--- src/rtl/alu_seq_pkg.sv ---
// Shared opcode set of the lab ALU family plus the sequencer state type for alu_seq.
package OpCodeEnum;

    typedef enum logic [3:0] {
        Add    = 4'd0,
        Sub    = 4'd1,
        And    = 4'd2,
        Or     = 4'd3,
        Xor    = 4'd4,
        LShift = 4'd5,
        RShift = 4'd6,
        Mult   = 4'd7,
        Div    = 4'd8,
        Mod    = 4'd9
    } OpCode;

    typedef enum logic [1:0] {
        IDLE = 2'd0,
        MUL  = 2'd1,
        DIV  = 2'd2
    } alu_seq_state_t;

endpackage

--- src/rtl/alu_seq_divider.sv ---
// Restoring divider on unsigned magnitudes, one quotient bit per clock for N clocks.
// Quotient/remainder outputs are the values of the current step, so done marks the step whose outputs are final.
module seq_divider #(
    parameter int N = 4
) (
    input  logic         clk,
    input  logic         rst,
    input  logic         start,
    input  logic [N-1:0] a,
    input  logic [N-1:0] b,
    output logic [N-1:0] quotient,
    output logic [N-1:0] remainder,
    output logic         done
);

    localparam int CW = $clog2(N);
    localparam logic [CW-1:0] LAST = CW'(N - 1);

    logic          busy;
    logic [CW-1:0] cnt;
    logic [N-1:0]  q_reg;
    logic [N-1:0]  r_reg;
    logic [N-1:0]  b_reg;
    logic [N:0]    partial;
    logic          fits;

    always_comb begin
        partial   = {r_reg, q_reg[N-1]};
        fits      = (partial >= {1'b0, b_reg});
        quotient  = {q_reg[N-2:0], fits};
        remainder = fits ? N'(partial - {1'b0, b_reg}) : partial[N-1:0];
        done      = busy && (cnt == LAST);
    end

    always_ff @(posedge clk or posedge rst) begin
        if (rst) begin
            busy  <= 1'b0;
            cnt   <= '0;
            q_reg <= '0;
            r_reg <= '0;
            b_reg <= '0;
        end else if (start) begin
            busy  <= 1'b1;
            cnt   <= '0;
            q_reg <= a;
            r_reg <= '0;
            b_reg <= b;
        end else if (busy) begin
            q_reg <= quotient;
            r_reg <= remainder;
            cnt   <= cnt + 1'b1;
            if (done) begin
                busy <= 1'b0;
            end
        end
    end

endmodule

--- src/rtl/alu_seq.sv ---
// Multi-cycle signed ALU: single-cycle ops complete on the accepting edge, Mult/Div/Mod iterate N clocks.
// Results and flags are registered and only change on a completion edge.
module alu_seq
    import OpCodeEnum::*;
#(
    parameter int N = 4
) (
    input  logic         clk,
    input  logic         rst,
    input  logic         start,
    input  logic [N-1:0] A,
    input  logic [N-1:0] B,
    input  OpCode        op,
    output logic         ready,
    output logic         done,
    output logic [N-1:0] out,
    output logic [N-1:0] out_hi,
    output logic         Z,
    output logic         Nf,
    output logic         V,
    output logic         Cout,
    output logic         dz
);

    localparam int CW = $clog2(N);
    localparam logic [CW-1:0] LAST = CW'(N - 1);
    localparam logic [N-1:0] SHIFT_LIMIT = N'(N);
    localparam logic [N-1:0] MIN_VAL = {1'b1, {(N-1){1'b0}}};

    alu_seq_state_t state, state_next;

    logic [CW-1:0]  cnt;
    logic [N-1:0]   a_reg, b_reg;
    OpCode          op_reg;
    logic [2*N-1:0] mul_acc, mul_sum, mul_prod;
    logic [N-1:0]   mul_mcand, mul_mplier;

    logic           accept, is_divmod, b_zero, div_start;
    logic [N-1:0]   a_mag, b_mag;
    logic [N-1:0]   div_q, div_r, div_q_s, div_r_s;
    logic           div_done;

    logic [N:0]     sum, diff;
    logic           load, flags_on;
    logic [N-1:0]   r_lo, r_hi;
    logic           r_z, r_n, r_v, r_c, r_dz;

    always_comb begin
        accept    = start && ready;
        is_divmod = (op == Div) || (op == Mod);
        b_zero    = (B == '0);
        div_start = accept && is_divmod && !b_zero;
        a_mag     = A[N-1] ? -A : A;
        b_mag     = B[N-1] ? -B : B;
    end

    seq_divider #(.N(N)) u_divider (
        .clk       (clk),
        .rst       (rst),
        .start     (div_start),
        .a         (a_mag),
        .b         (b_mag),
        .quotient  (div_q),
        .remainder (div_r),
        .done      (div_done)
    );

    always_ff @(posedge clk or posedge rst) begin
        if (rst) begin
            state <= IDLE;
        end else begin
            state <= state_next;
        end
    end

    always_comb begin
        state_next = state;
        case (state)
            IDLE: begin
                if (accept && op == Mult) begin
                    state_next = MUL;
                end else if (div_start) begin
                    state_next = DIV;
                end
            end
            MUL:     if (cnt == LAST) state_next = IDLE;
            DIV:     if (div_done) state_next = IDLE;
            default: state_next = IDLE;
        endcase
    end

    always_comb begin
        ready = (state == IDLE);
    end

    // Shift-add works on magnitudes; the sign is restored once the last partial product is in.
    always_comb begin
        mul_sum  = mul_acc + (mul_mplier[cnt] ? ({{N{1'b0}}, mul_mcand} << cnt) : '0);
        mul_prod = (a_reg[N-1] ^ b_reg[N-1]) ? -mul_sum : mul_sum;
        div_q_s  = (a_reg[N-1] ^ b_reg[N-1]) ? -div_q : div_q;
        div_r_s  = a_reg[N-1] ? -div_r : div_r;
    end

    always_comb begin
        sum      = {1'b0, A} + {1'b0, B};
        diff     = {1'b0, A} - {1'b0, B};
        load     = 1'b0;
        flags_on = 1'b1;
        r_lo     = '0;
        r_hi     = '0;
        r_z      = 1'b0;
        r_n      = 1'b0;
        r_v      = 1'b0;
        r_c      = 1'b0;
        r_dz     = 1'b0;
        case (state)
            IDLE: begin
                load = accept && (op != Mult) && !div_start;
                case (op)
                    Add: begin
                        r_lo = sum[N-1:0];
                        r_c  = sum[N];
                        r_v  = (A[N-1] == B[N-1]) && (sum[N-1] != A[N-1]);
                    end
                    Sub: begin
                        r_lo = diff[N-1:0];
                        r_c  = ~diff[N];
                        r_v  = (A[N-1] != B[N-1]) && (diff[N-1] != A[N-1]);
                    end
                    And:    r_lo = A & B;
                    Or:     r_lo = A | B;
                    Xor:    r_lo = A ^ B;
                    LShift: r_lo = (B >= SHIFT_LIMIT) ? '0 : (A << B);
                    RShift: r_lo = (B >= SHIFT_LIMIT) ? {N{A[N-1]}} : $unsigned($signed(A) >>> B);
                    Div: begin
                        r_lo = '1;
                        r_dz = 1'b1;
                    end
                    Mod: begin
                        r_lo = A;
                        r_dz = 1'b1;
                    end
                    default: flags_on = 1'b0;
                endcase
                r_z = flags_on && (r_lo == '0);
                r_n = flags_on && r_lo[N-1];
            end
            MUL: begin
                load = (cnt == LAST);
                r_lo = mul_prod[N-1:0];
                r_hi = mul_prod[2*N-1:N];
                r_z  = (mul_prod == '0);
                r_n  = mul_prod[2*N-1];
                r_v  = (mul_prod != {{N{mul_prod[N-1]}}, mul_prod[N-1:0]});
            end
            DIV: begin
                load = div_done;
                if (op_reg == Div) begin
                    r_lo = div_q_s;
                    r_v  = (a_reg == MIN_VAL) && (b_reg == '1);
                end else begin
                    r_lo = div_r_s;
                end
                r_z = (r_lo == '0);
                r_n = r_lo[N-1];
            end
            default: load = 1'b0;
        endcase
    end

    always_ff @(posedge clk or posedge rst) begin
        if (rst) begin
            done       <= 1'b0;
            out        <= '0;
            out_hi     <= '0;
            Z          <= 1'b0;
            Nf         <= 1'b0;
            V          <= 1'b0;
            Cout       <= 1'b0;
            dz         <= 1'b0;
            cnt        <= '0;
            a_reg      <= '0;
            b_reg      <= '0;
            op_reg     <= Add;
            mul_acc    <= '0;
            mul_mcand  <= '0;
            mul_mplier <= '0;
        end else begin
            done <= load;
            if (load) begin
                out    <= r_lo;
                out_hi <= r_hi;
                Z      <= r_z;
                Nf     <= r_n;
                V      <= r_v;
                Cout   <= r_c;
                dz     <= r_dz;
            end
            if (accept) begin
                a_reg      <= A;
                b_reg      <= B;
                op_reg     <= op;
                cnt        <= '0;
                mul_acc    <= '0;
                mul_mcand  <= a_mag;
                mul_mplier <= b_mag;
            end else if (state == MUL) begin
                mul_acc <= mul_sum;
                cnt     <= cnt + 1'b1;
            end
        end
    end

endmodule

--- config.mk ---
export PLATFORM = sky130hd
export DESIGN_NAME = alu_seq
export DESIGN_NICKNAME = d
export VERILOG_FILES = /design/src/rtl/alu_seq_pkg.sv /design/src/rtl/alu_seq_divider.sv /design/src/rtl/alu_seq.sv
export SDC_FILE = /design/constraint.sdc
export NUM_CORES = 1
export LEC_CHECK = 0
export CORE_MARGIN = 10
export CORE_UTILIZATION = 54
export DETAILED_ROUTE_END_ITERATION = 6
export GPL_ROUTABILITY_DRIVEN = 0
export PLACE_DENSITY = 0.77
export RECOVER_POWER = 50
export SETUP_SLACK_MARGIN = 0.2
export SLEW_MARGIN = 10
export SYNTH_ARGS = -nofsm -noshare
export SYNTH_HDL_FRONTEND = slang
export SYNTH_SLANG_ARGS = --single-unit
--- constraint.sdc ---
create_clock -name clk -period 3.3 [get_ports clk]
set_clock_uncertainty 0.15 [all_clocks]
set_input_delay 0.99 -clock clk [delete_from_list [all_inputs] [get_ports clk]]
set_output_delay 0.99 -clock clk [all_outputs]
set_load 0.05 [all_outputs]
---- Yosys cells after proc, flatten, opt, wreduce, memory -nomap -nowiden ----
Cells that the tools add are included.
operators by class
  reductions and logical operators ........ 26
  multiplexer cells ....................... 47
  add/subtract/negate cells ............... 11
  eq/ne operators ......................... 25
  shifts and indexed selects .............. 3
  magnitude comparators ................... 3
  bitwise logic cells ..................... 5
operator list
  kind                   number
  $mux W4                15
  $pmux W4 S9            1
  $mux W8                4
  $eq A4 B4 Y1 const B   5
  $eq A4 B3 Y1 const B   4
  $logic_not A4 Y1       4
  $mux W2                8
  $neg A4 Y4             4
  $logic_and A1 B1 Y1    12
  $pmux W1 S3            4
  $pmux W4 S3            1
  $mux W1                10
  $reduce_or A9 Y1       1
  $add A8 B8 Y8          1
  $eq A4 B2 Y1 const B   2
  $logic_not A8 Y1       1
  $neg A8 Y8             1
  $shl A4 B2 Y8          1
  $eq A2 B2 Y1 const B   3
  $pmux W2 S3            1
  $add A4 B4 Y5          1
  $ge A5 B4 Y1           1
  $sub A4 B4 Y5          1
  $add A2 B1 Y2 const B  2
  26 further kinds       32
storage, ports and cells
  register bits after elaboration ......... 61
  output and inout bits ................... 15
  logic and storage cells ................. 141
  bits of input ports ..................... 15

---- Depth between registers and ports, before layout ----
  depth in word-level cells ............... 8
  depth in mapped cells ................... 15
  gate-level depth less buffers ........... 14

---- Modules after synthesis ----
A second synthesis with hierarchy kept.
second synthesis, totals
  cell total of the unflattened synthesis .. 531
  area total of the unflattened synthesis .. 4549.4 um^2
by module, submodules not included
  module       times used  sequential area each (um^2)  cells each  area each (um^2)
  alu_seq      1           1101.1                       429         3574.7
  seq_divider  1           375.4                        102         974.7

---- Worst setup path before layout ----
Ideal clock, no wire load.
  path type ............................... register -> register
  start point ............................. reg cnt[0]
  end point ............................... reg V
  setup time .............................. 0.120 ns
  clock period less this slack ............ 3.469 ns
  cell stages (with the launch flop) ...... 14
  path buffers ............................ 1
  arrival time ............................ 3.199 ns
  path slack .............................. -0.169 ns
  required time ........................... 3.030 ns
  path through ............................ dfrtp_1 -> clkbuf_1 -> nor3_1 -> ha_1 -> inv_1 -> fa_1 -> nand2b_1 -> a211oi_1 -> nor4b_1 -> a211oi_2 -> a31oi_1 -> xnor2_1 -> or4_1 -> a31o_1
on the way
  longest elaborated chain between the ends .. 8
  elaborated cells on any way between the ends .. 11
  those cells by class .................... add/sub: 2; eq/ne: 2; shift: 1; mux: 6
RTL lines
  element                        line            source
  from (decl)                    alu_seq.sv:32   logic [CW-1:0] cnt;
  from (signal assigned)         alu_seq.sv:209  cnt <= cnt + 1'b1;
  $bmux W1 S2                    alu_seq.sv:98   mul_sum = mul_acc + (mul_mplier[cnt] ? ({{N{1'b0}}, mul_mcand} << cnt) : '0);
  $mux W1 (not written as such)  alu_seq.sv:98
  $mux W8                        alu_seq.sv:98
  $add A8 B8 Y8                  alu_seq.sv:98
  $neg A8 Y8                     alu_seq.sv:99   mul_prod = (a_reg[N-1] ^ b_reg[N-1]) ? -mul_sum : mul_sum;
  $mux W8                        alu_seq.sv:99
  $ne A4 B4 Y1                   alu_seq.sv:154  r_v = (mul_prod != {{N{mul_prod[N-1]}}, mul_prod[N-1:0]});
  $pmux W1 S3                    alu_seq.sv:116  case (state)
  to (signal assigned)           alu_seq.sv:195  V <= r_v;
  to (decl)                      alu_seq.sv:20   output logic V,
Several ways; a longest one is shown, not always the timed one. The select of a mux whose other input is x is not followed.
A chain may end at the register's enable or synchronous reset.

---- Worst setup path after layout ----
Ends and elaborated chain as after synthesis.

==> impl_results.html <==
<table>
<tr><th>Metric</th><th>Value</th></tr>
<tr><th colspan="2">Final layout</th></tr>
<tr><td>Layout overhead on the synthesized area</td><td>33.5%</td></tr>
<tr><td>Diodes inserted</td><td>0</td></tr>
<tr><td>Commonest cells after routing, fill and taps aside</td><td>sky130_fd_sc_hd__buf_4, sky130_fd_sc_hd__nand2_1, sky130_fd_sc_hd__dfrtp_1</td></tr>
<tr><td>Share of the core filled with cells</td><td>73.5%</td></tr>
<tr><td>Largest register FFs</td><td>8</td></tr>
<tr><td>Leading cell type in the layout, fill and taps excluded</td><td>sky130_fd_sc_hd__buf_4</td></tr>
<tr><td>Reg with most FFs</td><td>mul_acc</td></tr>
<tr><td>Final nets</td><td>683</td></tr>
<tr><td>Post-route cell area</td><td>0.00598 sq mm</td></tr>
<tr><td>Non-filler instance count after layout</td><td>744</td></tr>
<tr><td>Fraction of layout cells with a size suffix above 1</td><td>27.5%</td></tr>
<tr><th colspan="2">Die</th></tr>
<tr><td>Starting density of the core</td><td>55.0%</td></tr>
<tr><td>Die height</td><td>111 um</td></tr>
<tr><td>Core region area</td><td>0.00813 sq mm</td></tr>
<tr><td>FP Rows</td><td>33</td></tr>
<tr><td>Floorplan die width</td><td>111 um</td></tr>
<tr><td>Number of top-level pins</td><td>30</td></tr>
<tr><td>Total die area</td><td>0.0123 sq mm</td></tr>
<tr><th colspan="2">Critical path</th></tr>
<tr><td>Worst path required time</td><td>3.38 ns</td></tr>
<tr><td>Largest driver fanout on the critical path</td><td>8</td></tr>
<tr><td>Kind of start point of the critical path</td><td>flip-flop</td></tr>
<tr><td>Data arrival time of the worst path</td><td>3.44 ns</td></tr>
<tr><td>Standard cell with the maximum stage delay on the critical path</td><td>sky130_fd_sc_hd__or4_1</td></tr>
<tr><td>Worst reg2reg path startpoint</td><td>cnt[0]$_DFFE_PP0P_</td></tr>
<tr><td>Ordered list of cells on the worst path</td><td>buf_6 -&gt; nand3b_1 -&gt; a21o_1 -&gt; fa_2 -&gt; nand2b_4 -&gt; buf_4 -&gt; a21oi_2 -&gt; xnor2_2 -&gt; nor3_2 -&gt; a21oi_2 -&gt; xor2_1 -&gt; or4_1 -&gt; a31o_1</td></tr>
<tr><td>Endpoint of the most critical register-to-register path</td><td>V$_DFFE_PP0P_</td></tr>
<tr><td>Minimum setup slack among reg-to-reg paths</td><td>-0.06 ns</td></tr>
<tr><td>Endpoint kind of the worst setup timing path</td><td>flip-flop</td></tr>
<tr><td>Top cell by count, worst path</td><td>sky130_fd_sc_hd__a21oi_2</td></tr>
<tr><td>Worst R2R Path Depth</td><td>13</td></tr>
<tr><td>Critical path capture point</td><td>V$_DFFE_PP0P_</td></tr>
<tr><td>Class of the most critical setup path</td><td>reg -&gt; reg</td></tr>
<tr><td>Critical Path Start</td><td>cnt[0]$_DFFE_PP0P_</td></tr>
<tr><td>Largest stage delay on the critical path</td><td>0.48 ns</td></tr>
<tr><th colspan="2">Synth</th></tr>
<tr><td>Yosys warning total</td><td>0</td></tr>
<tr><td>Synthesized netlist cell count</td><td>527</td></tr>
<tr><td>Share of the yosys chip area belonging to registers</td><td>33.0%</td></tr>
<tr><td>Net count after synthesis</td><td>576</td></tr>
<tr><td>Synth top area share</td><td>33.0%</td></tr>
<tr><td>Unique masters post-synth</td><td>67</td></tr>
<tr><td>Number of enable flip-flop cells after synthesis</td><td>0</td></tr>
<tr><td>Biggest area contributors in the synthesized netlist</td><td>sky130_fd_sc_hd__dfrtp_1, sky130_fd_sc_hd__ha_1, sky130_fd_sc_hd__nand2_1</td></tr>
<tr><td>Most instantiated flip-flop cell in the synthesis netlist</td><td>sky130_fd_sc_hd__dfrtp_1</td></tr>
<tr><td>Netlist area before placement</td><td>0.00448 sq mm</td></tr>
<tr><td>Register bit total from synthesis</td><td>59</td></tr>
<tr><td>Largest area contributor in the synthesized netlist</td><td>sky130_fd_sc_hd__dfrtp_1</td></tr>
<tr><td>Asr flop ratio synth</td><td>100%</td></tr>
<tr><td>Synthesized area per cell</td><td>8.49 sq um</td></tr>
<tr><th colspan="2">Clock network</th></tr>
<tr><td>TritonCTS clock tree</td><td>yes</td></tr>
<tr><td>Root buffer selected by CTS</td><td>sky130_fd_sc_hd__clkbuf_8</td></tr>
<tr><td>Maximum buffer depth of the clock tree</td><td>2</td></tr>
<tr><td>Number of buffers inserted by hold repair at cts</td><td>0</td></tr>
<tr><td>Max H-tree Level</td><td>3</td></tr>
<tr><td>Post-CTS clock slew at the launch and capture registers of the worst setup and hold paths</td><td>0.07 ns</td></tr>
<tr><td>Number of clock sinks</td><td>59</td></tr>
<tr><td>Insertion delay to the later sink of the worst-skew pair</td><td>0.33 ns</td></tr>
<tr><td>Number of buffers inserted during clock tree synthesis</td><td>9</td></tr>
<tr><th colspan="2">Outcome</th></tr>
<tr><td>Failing checks</td><td>negative setup slack</td></tr>
<tr><td>Result of the run</td><td>complete, but fails checks</td></tr>
<tr><th colspan="2">Power</th></tr>
<tr><td>Overall power after layout</td><td>5.26 mW</td></tr>
<tr><td>IR Drop Worst-Case VDD</td><td>0.493 mV</td></tr>
<tr><td>Pwr Density</td><td>880 mW/mm^2</td></tr>
<tr><td>Leakage power figure</td><td>2.69 nW</td></tr>
<tr><th colspan="2">Timing</th></tr>
<tr><td>Clock period minus final worst setup slack</td><td>3.36 ns</td></tr>
<tr><td>Setup slack of the critical path after layout</td><td>-0.0623 ns</td></tr>
<tr><td>Setup repair after global routing missed its margin</td><td>true</td></tr>
<tr><td>FMAX</td><td>297 MHz</td></tr>
<tr><td>Worst slack on hold paths</td><td>0.335 ns</td></tr>
<tr><td>Slew of the pin with the lowest slew margin</td><td>1.04 ns</td></tr>
<tr><td>Max-slew violation total from the final report</td><td>0</td></tr>
<tr><td>Final number of hold-violating endpoints</td><td>0</td></tr>
<tr><td>Finish-stage setup viols</td><td>1</td></tr>
<tr><td>Period Utilization, post-route</td><td>102%</td></tr>
<tr><td>Slew margin rel.</td><td>30.5%</td></tr>
<tr><th colspan="2">Drt</th></tr>
<tr><td>Via count normalized by instance count</td><td>6.07</td></tr>
<tr><td>Number of iterations in the first detailed-routing pass</td><td>5</td></tr>
<tr><td>Iteration-0 DRC Markers</td><td>411</td></tr>
<tr><td>Wire length per cell</td><td>18.0 um</td></tr>
<tr><td>Number of nets with antenna violations after routing</td><td>0</td></tr>
<tr><td>Detailed-route DRC error count</td><td>0</td></tr>
<tr><td>Post-Route WL</td><td>13400 um</td></tr>
<tr><td>Overall via count from detail_route</td><td>4519</td></tr>
<tr><th colspan="2">Worst hold path</th></tr>
<tr><td>Worst hold start</td><td>a_reg[2]$_DFFE_PP0P_</td></tr>
<tr><td>Classification of the worst-slack hold path</td><td>reg -&gt; reg</td></tr>
<tr><th colspan="2">Placement</th></tr>
<tr><td>Standard cell area after detailed placement</td><td>0.00553 sq mm</td></tr>
<tr><td>Placed insts</td><td>719</td></tr>
<tr><td>DP Wirelength</td><td>9840 um</td></tr>
<tr><td>Buffers on Ports</td><td>29</td></tr>
<tr><th colspan="2">Run</th></tr>
<tr><td>Reported max-cap violation count</td><td>0</td></tr>
<tr><th colspan="2">Global route</th></tr>
<tr><td>Number of global-route vias before repair</td><td>4524</td></tr>
<tr><td>Pin count of the biggest net entering global routing</td><td>47</td></tr>
<tr><td>Global-route wire length before repair</td><td>22600 um</td></tr>
<tr><td>Sum of overflow across all layers after global routing</td><td>0</td></tr>
<tr><td>Number of antenna violations at the first check in global routing</td><td>0</td></tr>
<tr><td>GR Util All Layers</td><td>21.6%</td></tr>
</table>
how the worst min path moves through the flow:
| stage | end | cells past startpoint |
|---|---|---|
| 5_1_grt | out_hi[3]$_DFFE_PP0P_ | 1 |
| 3_3_place_gp | a_reg[2]$_DFFE_PP0P_ | 2 |
| 6_report | a_reg[2]$_DFFE_PP0P_ | 2 |
| 3_5_place_dp | b_reg[1]$_DFFE_PP0P_ | 2 |
| 2_1_floorplan | a_reg[2]$_DFFE_PP0P_ | 2 |
| 4_1_cts | b_reg[1]$_DFFE_PP0P_ | 2 |
area by class of cell:
| class | instances | area [sq um] |
|---|---|---|
| clock inverter | 7 | 101 |
| fill | 574 | 2160 |
| timing repair buffer | 126 | 1040 |
| tap | 105 | 131 |
| sequential | 59 | 1480 |
| inverter | 37 | 139 |
| multi-input combinational | 401 | 2960 |
| clock buffer | 9 | 124 |
power by group:
group | total, mW | switching (mW) | internal (mW) | leakage, nW
Combinational | 3.29 | 1.85 | 1.44 | 1.83
Clock | 0.748 | 0.318 | 0.430 | 0.106
Sequential | 1.22 | 0.229 | 0.989 | 0.748
Total | 5.26 | 2.40 | 2.86 | 2.69
synthesized netlist by cell type (all sizes together) (3+ instances only):
cell and count:
nor4 4, nand3b 4, a211oi 13, nor2b 10, nor2 37, nand2 62, a31oi 7, a22oi 4
nand2b 5, o21bai 4, xor2 6, mux2 5, fa 4, a2bb2oi 3, nor4b 4, o211ai 5
xnor2 14, ha 30, o31ai 5, a21o 6, nor3 10, o22ai 5, o21ai 43, o21a 3
dfrtp 59, clkbuf 28, inv 36, mux2i 11, nand3 17, nor3b 4, and2 6, or3 4
nand4 3, a21oi 26
stage by stage:
step                      setup WS, ns  setup TNS, ns
after global routing            -0.214         -0.511
after detailed placement        -0.447          -3.96
after global placement          -0.333          -2.96
after floorplan                 0.0308              0
final                          -0.0623        -0.0623
after CTS                      -0.0478        -0.0478
cells by family (layout without fill, tap and decap cells):
family                   after synthesis  count (layout)  share of synthesized area, %
AND/OR/NAND/NOR                      183             183                          20.3
AO/OA/AOI/OAI                        146             146                          21.8
buffers and inverters                 67             179                          6.09
flip-flops                            59              59                          33.0
adder cells (fa/ha/maj)               34              34                          10.2
XOR/XNOR                              20              20                          3.91
multiplexers                          18              18                          4.72
what timing repair did:
| action | in CTS | in global routing |
|---|---|---|
| setup endpoints to repair | 13 | 10 |
| setup buffers | 7 | 2 |
| gates resized for setup | 30 | 23 |
| pin swaps | 20 | 13 |
metal layers:
metal	global-route usage, %	wire, um	vias up
met2	37.5	6730	217
met5	0	0	-
met4	8.40	339	0
met3	4.27	867	38
met1	25.7	5480	2167
li1	-	-	2097
critical path, delay by kind of cell (launching register included):
family | cells | cell delay (ns)
buffers and inverters | 2 | 0.27
and+or+nand+nor | 4 | 0.98
adders and majority gates | 1 | 0.39
DFF | 1 | 0.43
AOI/OAI and AO/OA | 4 | 0.66
xor gates and xnor gates | 2 | 0.35
No activity file was read; power rests on OpenSTA's default activity.
